==> config.mk <==
export PLATFORM = sky130hd
export DESIGN_NAME = serial_mag_comparator_flat
export DESIGN_NICKNAME = d
export VERILOG_FILES = /design/src/rtl/serial_mag_comparator_pkg.sv /design/src/rtl/serial_mag_comparator_if.sv /design/src/rtl/serial_mag_comparator_digit_cell.sv /design/src/rtl/serial_mag_comparator.sv /design/src/flat_wrapper.sv
export SDC_FILE = /design/constraint.sdc
export NUM_CORES = 1
export LEC_CHECK = 0
export CORE_MARGIN = 8
export CORE_UTILIZATION = 50
export DETAILED_ROUTE_END_ITERATION = 8
export PLACE_DENSITY = 0.76
export SLEW_MARGIN = 20
export SYNTH_ARGS = -nofsm -noshare
export SYNTH_HDL_FRONTEND = slang
export SYNTH_SLANG_ARGS = --single-unit
==> constraint.sdc <==
create_clock -name clk -period 6.22 [get_ports clk]
set_input_delay 1.866 -clock clk [delete_from_list [all_inputs] [get_ports clk]]
set_output_delay 1.866 -clock clk [all_outputs]
set_load 0.05 [all_outputs]
==> src/rtl/serial_mag_comparator_pkg.sv <==
// Shared types and sizing helpers for the serial magnitude comparator.
package cmp_pkg;

  typedef enum logic {
    IDLE = 1'b0,
    RUN  = 1'b1
  } cmp_state_t;

  // Number of digits evaluated per compare.
  function automatic int ndig(input int width, input int digit);
    return width / digit;
  endfunction

  // Digit index register width: $clog2(NDIG), never narrower than one bit.
  function automatic int idx_width(input int n);
    return (n > 1) ? $clog2(n) : 1;
  endfunction

endpackage

==> src/rtl/serial_mag_comparator_if.sv <==
// Request/result bundle for the serial magnitude comparator.
interface serial_mag_comparator_if #(
  parameter int WIDTH = 8
);
  logic             start;
  logic             signed_mode;
  logic [WIDTH-1:0] a;
  logic [WIDTH-1:0] b;
  logic             busy;
  logic             done;
  logic             lt;
  logic             gt;
  logic             eq;

  modport master (
    output start, signed_mode, a, b,
    input  busy, done, lt, gt, eq
  );

  modport slave (
    input  start, signed_mode, a, b,
    output busy, done, lt, gt, eq
  );
endinterface

==> src/rtl/serial_mag_comparator_digit_cell.sv <==
// Combinational unsigned compare of one DIGIT-bit slice.
module cmp_digit_cell #(
  parameter int DIGIT = 2
) (
  input  logic [DIGIT-1:0] a,
  input  logic [DIGIT-1:0] b,
  output logic             dlt,
  output logic             dgt,
  output logic             deq
);

  // Plain unsigned relation of the two slices.
  always_comb begin
    dlt = (a < b);
    dgt = (a > b);
    deq = (a == b);
  end

endmodule

==> src/rtl/serial_mag_comparator.sv <==
// Multi-cycle MSB-first magnitude comparator, DIGIT bits per clock.
// Optional build macro: CMP_EARLY_EXIT_EN -- finish on the first differing digit
// instead of always walking all NDIG digits.
//
// state | meaning
// IDLE  | no compare in progress; start is accepted
// RUN   | evaluating digit [idx], one digit per clock
module serial_mag_comparator
  import cmp_pkg::*;
#(
  parameter int WIDTH = 8,
  parameter int DIGIT = 2
) (
  input  logic                    clk,
  input  logic                    rst_n,
  serial_mag_comparator_if.slave  bus
);

  localparam int NDIG = ndig(WIDTH, DIGIT);
  localparam int IW   = idx_width(NDIG);

  if ((WIDTH % DIGIT) != 0) begin : g_width_check
    $error("serial_mag_comparator: WIDTH must be a multiple of DIGIT");
  end

  cmp_state_t       state;
  cmp_state_t       state_nxt;
  logic [WIDTH-1:0] a_r;
  logic [WIDTH-1:0] b_r;
  logic [IW-1:0]    idx;
  logic             decided;
  logic             dlt_r;
  logic             dgt_r;
  logic             busy_r;
  logic             done_r;
  logic             lt_r;
  logic             gt_r;
  logic             eq_r;

  logic [DIGIT-1:0] a_dig;
  logic [DIGIT-1:0] b_dig;
  logic             cell_lt;
  logic             cell_gt;
  logic             cell_eq;
  logic             accept;
  logic             finish;
  logic             cur_lt;
  logic             cur_gt;
  logic [WIDTH-1:0] msb_flip;

  // Select the digit currently pointed at by idx.
  always_comb begin
    a_dig = '0;
    b_dig = '0;
    for (int i = 0; i < NDIG; i++) begin
      if (idx == IW'(i)) begin
        a_dig = a_r[i*DIGIT +: DIGIT];
        b_dig = b_r[i*DIGIT +: DIGIT];
      end
    end
  end

  cmp_digit_cell #(.DIGIT(DIGIT)) u_cell (
    .a   (a_dig),
    .b   (b_dig),
    .dlt (cell_lt),
    .dgt (cell_gt),
    .deq (cell_eq)
  );

  // Verdict so far including the digit under evaluation; earlier decisions win.
  always_comb begin
    cur_lt   = decided ? dlt_r : cell_lt;
    cur_gt   = decided ? dgt_r : cell_gt;
    accept   = (state == IDLE) && bus.start;
    msb_flip = {bus.signed_mode, {(WIDTH-1){1'b0}}};
`ifdef CMP_EARLY_EXIT_EN
    finish   = (state == RUN) && ((idx == '0) || (!decided && !cell_eq));
`else
    finish   = (state == RUN) && (idx == '0);
`endif
  end

  // Next-state logic.
  always_comb begin
    state_nxt = state;
    case (state)
      IDLE:    if (accept) state_nxt = RUN;
      RUN:     if (finish) state_nxt = IDLE;
      default: state_nxt = IDLE;
    endcase
  end

  // State register.
  always_ff @(posedge clk or negedge rst_n) begin
    if (!rst_n) state <= IDLE;
    else        state <= state_nxt;
  end

  // Operand capture, digit walk and result registers.
  always_ff @(posedge clk or negedge rst_n) begin
    if (!rst_n) begin
      a_r     <= '0;
      b_r     <= '0;
      idx     <= '0;
      decided <= 1'b0;
      dlt_r   <= 1'b0;
      dgt_r   <= 1'b0;
      busy_r  <= 1'b0;
      done_r  <= 1'b0;
      lt_r    <= 1'b0;
      gt_r    <= 1'b0;
      eq_r    <= 1'b0;
    end else begin
      done_r <= 1'b0;
      if (accept) begin
        // Flipping both MSBs maps two's complement onto offset binary,
        // so the digit walk is always an unsigned compare.
        a_r     <= bus.a ^ msb_flip;
        b_r     <= bus.b ^ msb_flip;
        idx     <= IW'(NDIG - 1);
        decided <= 1'b0;
        dlt_r   <= 1'b0;
        dgt_r   <= 1'b0;
        busy_r  <= 1'b1;
        lt_r    <= 1'b0;
        gt_r    <= 1'b0;
        eq_r    <= 1'b0;
      end else if (state == RUN) begin
        if (!decided && !cell_eq) begin
          decided <= 1'b1;
          dlt_r   <= cell_lt;
          dgt_r   <= cell_gt;
        end
        idx <= idx - 1'b1;
        if (finish) begin
          busy_r <= 1'b0;
          done_r <= 1'b1;
          lt_r   <= cur_lt;
          gt_r   <= cur_gt;
          eq_r   <= !(cur_lt || cur_gt);
        end
      end
    end
  end

  assign bus.busy = busy_r;
  assign bus.done = done_r;
  assign bus.lt   = lt_r;
  assign bus.gt   = gt_r;
  assign bus.eq   = eq_r;

endmodule

==> src/flat_wrapper.sv <==
// flat-port wrapper written by rule: the top's interface ports become plain ports
module serial_mag_comparator_flat import cmp_pkg::*;
#(
  parameter int WIDTH = 8,
  parameter int DIGIT = 2
)
  (clk, rst_n, bus_start, bus_signed_mode, bus_a, bus_b, bus_busy, bus_done, bus_lt, bus_gt, bus_eq);
  serial_mag_comparator_if #(.WIDTH(WIDTH)) bus_i ();
  input  logic clk;
  input  logic rst_n;
  input wire logic [$bits(bus_i.start)-1:0] bus_start;
  input wire logic [$bits(bus_i.signed_mode)-1:0] bus_signed_mode;
  input wire logic [$bits(bus_i.a)-1:0] bus_a;
  input wire logic [$bits(bus_i.b)-1:0] bus_b;
  output wire logic [$bits(bus_i.busy)-1:0] bus_busy;
  output wire logic [$bits(bus_i.done)-1:0] bus_done;
  output wire logic [$bits(bus_i.lt)-1:0] bus_lt;
  output wire logic [$bits(bus_i.gt)-1:0] bus_gt;
  output wire logic [$bits(bus_i.eq)-1:0] bus_eq;
  assign bus_i.start = bus_start;
  assign bus_i.signed_mode = bus_signed_mode;
  assign bus_i.a = bus_a;
  assign bus_i.b = bus_b;
  assign bus_busy = bus_i.busy;
  assign bus_done = bus_i.done;
  assign bus_lt = bus_i.lt;
  assign bus_gt = bus_i.gt;
  assign bus_eq = bus_i.eq;
  serial_mag_comparator #(.WIDTH(WIDTH), .DIGIT(DIGIT)) u_core (.clk(clk), .rst_n(rst_n), .bus(bus_i));
endmodule
==> flow_metrics.tcl <==
set metrics [dict create \
    cellPowerDensity_nw_per_um2 510.1 \
    cpPeakStageDelay_ps 810 \
    clockBufferDepth 2 \
    p_leak_nw 0.7169 \
    routedWlPerCell_um 13.14 \
    finalCritPeriodShare_pct 54.00 \
    worst_hold_path_type "flop to flop" \
    path_cells "clkdlybuf4s50_1" \
    clkTransAtPathRegs_ps 130 \
    fin_skew_ps 4.477 \
    async_flop_share_pct 100.0 \
    initial_core_util_pct 52.34 \
    seqPwrFrac_pct 39.6 \
    track_usage_pct 11.90 \
    clock-sinks 27 \
    synth.most_common_cell "nand2_1" \
    cp_data_required_time_ps 4350 \
    postCtsSetupRepairBufs 0 \
    synth_flop_cell "dfrtp_1" \
    layout-drive-gt1-share_pct 4.321 \
    area_delta_synth_final_pct 20.74 \
    rsz0062_at_grt "false" \
    finalSetupTns_ps 0 \
    design.die.area_um2 4448 \
    nNetsFinal 189 \
    hold_violations 0 \
    placed_area_um2 1523 \
    cts_resized 0 \
    tritoncts "yes" \
    synth_cell_type_count 27 \
    yosysTopAreaCell "dfrtp_1" \
    multiInputGateArea_um2 554.3 \
    ys_seq_elements 27 \
    rows 18 \
    clock_latency_ps 310 \
    core-area_um2 2455 \
    cts_made_buffers 3 \
    clockPowerShare_pct 9.1 \
    wl_um 2522 \
    fin_area_um2 1551 \
    cp-start-kind "flop" \
    relSlewSlack_pct 50.46 \
    htree_levels 1 \
    drt_first_pass_iters 4 \
    die_h_um 66.70 \
    portBuffers 24 \
    drt_iter0_drc 21 \
    min_period_ps 3359 \
    diodes 0 \
    p_int_mw 0.4465 \
    ios 25 \
    crit_fanout 2 \
    yosys_warnings 0 \
    path_buf_inv 1 \
    grt_max_degree 28 \
    die_w_um 66.70 \
    finalSetupViolations 0 \
    swShare_pct 43.58 \
    grt_pass1_wl_um 4174 \
    grt-ovfl-total 0 \
    gp_congestion 0.7906 \
    avgSynthCellArea_um2 9.113 \
    combPwrFrac_pct 51.2 \
    syn_area_um2 1285 \
    drc 0 \
    syn-num-nets 167 \
    netlist_top_cells_area "dfrtp_1 (53%), nand2_1 (13%), ha_1 (5.8%)" \
    tightest_slew_ps 743.2 \
    fmax_mhz 297.7 \
    peakVddDrop_uv 345.4 \
    synth_top_area_share_pct 52.58 \
    first_global_vias 998 \
    viasPerCell 5.198 \
    path_delay_family "buffers and inverters" \
    postSynthCellCount 141 \
    endpoint_kind "primary output" \
    switchingPower_mw 0.3449 \
    num_vias 998 \
    clockRootBuffer "clkbuf_4" \
    path_class "flop to primary output" \
    synth_commonest_cells "nand2_1 (46), dfrtp_1 (27), a21oi_1 (7), o21ai_0 (7), ha_1 (6)" \
    crit_slowest_cell "clkdlybuf4s50_1" \
    synth-seq-area-share_pct 52.58 \
    synth_edf_count 0 \
    n_fill_cell 221 \
    antenna_found_initial 0 \
    crit_arrival_ps 1490 \
    status "completed" \
    hpwl_um 1882 \
    total_power_mw 0.7915 \
    ant_nets 0 \
    maxCapViolCount 0 \
    regArea_um2 675.6 \
    drv_slew 0 \
    holdBufCountCts 0 \
]
## kinds of logic (layout without fill, tap and decap cells)
| group | after synthesis | after routing | synth area share [%] |
|---|---|---|---|
| simple gates | 64 | 64 | 21.32 |
| compound gates | 29 | 29 | 14.41 |
| flops | 27 | 27 | 52.58 |
| buf+inv | 13 | 34 | 4.479 |
| fa+ha+maj | 6 | 6 | 5.842 |
| xor+xnor | 2 | 2 | 1.363 |
## worst paths after layout
check,from,to,slack (ps),cells after the start
hold / removal,u_core.a_r[2]$_DFFE_PN0P_,u_core.a_r[2]$_DFFE_PN0P_,490,2
setup reg to reg,u_core.idx[0]$_DFFE_PN0P_,u_core.dlt_r$_DFFE_PN0P_,3810,9
min in group asynchronous,rst_n,u_core.b_r[7]$_DFFE_PN0P_,1530,1
max in group asynchronous,rst_n,u_core.idx[1]$_DFFE_PN0P_,4320,1
hold reg to reg,u_core.a_r[2]$_DFFE_PN0P_,u_core.a_r[2]$_DFFE_PN0P_,490,2
setup / recovery,u_core.bus.lt$_DFFE_PN0P_,bus_lt,2860,1
## registers in the layout, indices dropped and copies added (netlist names)
signal           count
u_core.bus.done      1
u_core.dlt_r         1
u_core.idx           2
u_core.dgt_r         1
u_core.state         1
u_core.bus.lt        1
u_core.b_r           8
u_core.bus.gt        1
u_core.bus.eq        1
u_core.a_r           8
u_core.bus.busy      1
u_core.decided       1
## power groups by stage
stage	sequential (mW)	clock, mW	combinational, mW
after global placement	0.313	0	0.398
after CTS	0.313	0.0744	0.408
after detailed placement	0.317	0	0.407
after global routing	0.324	0.0842	0.455
final	0.314	0.0722	0.406
after floorplan	0.352	0	0.265
## through the flow
| step | hold WS, ps | cells | util, % | worst slack, ps |
|---|---|---|---|---|
| 2_1_floorplan | 446.0 | 141 | - | 3725 |
| 3_3_place_gp | 464.0 | 188 | 62.23 | 2602 |
| 3_5_place_dp | 468.7 | 188 | 62.03 | 2566 |
| 4_1_cts | 499.4 | 192 | 63.10 | 2847 |
| 5_1_grt | 520.0 | 192 | 63.20 | 2797 |
| 6_report | 493.8 | 192 | 63.20 | 2861 |
## cell type report
type	count	area share, %
Sequential cell	27	43.55
Multi-Input combinational cell	101	35.73
Timing Repair Buffer	24	15.16
Tap cell	30	2.419
Clock buffer	4	1.694
Inverter	6	1.452
## placed cells by master (no fill, tap or decap), drive strengths merged, types with 3 or more instances in the layout
cell type and instances:
ha 6, nor2 4, clkbuf 4, inv 6, a21oi 7, a31oi 4, dfrtp 27, clkdlybuf4s50 23
nand2 46, o21ai 7, a22oi 3, nor2b 5
## per-layer routing
metal	vias to the layer above	global-route usage, %	routed length [um]
met5	-	0	0
met4	0	5.067	23
met3	4	2.685	144
met2	26	19.71	1124
met1	459	14.37	1229
li1	509	-	-
No activity file was read; power rests on OpenSTA's default activity.
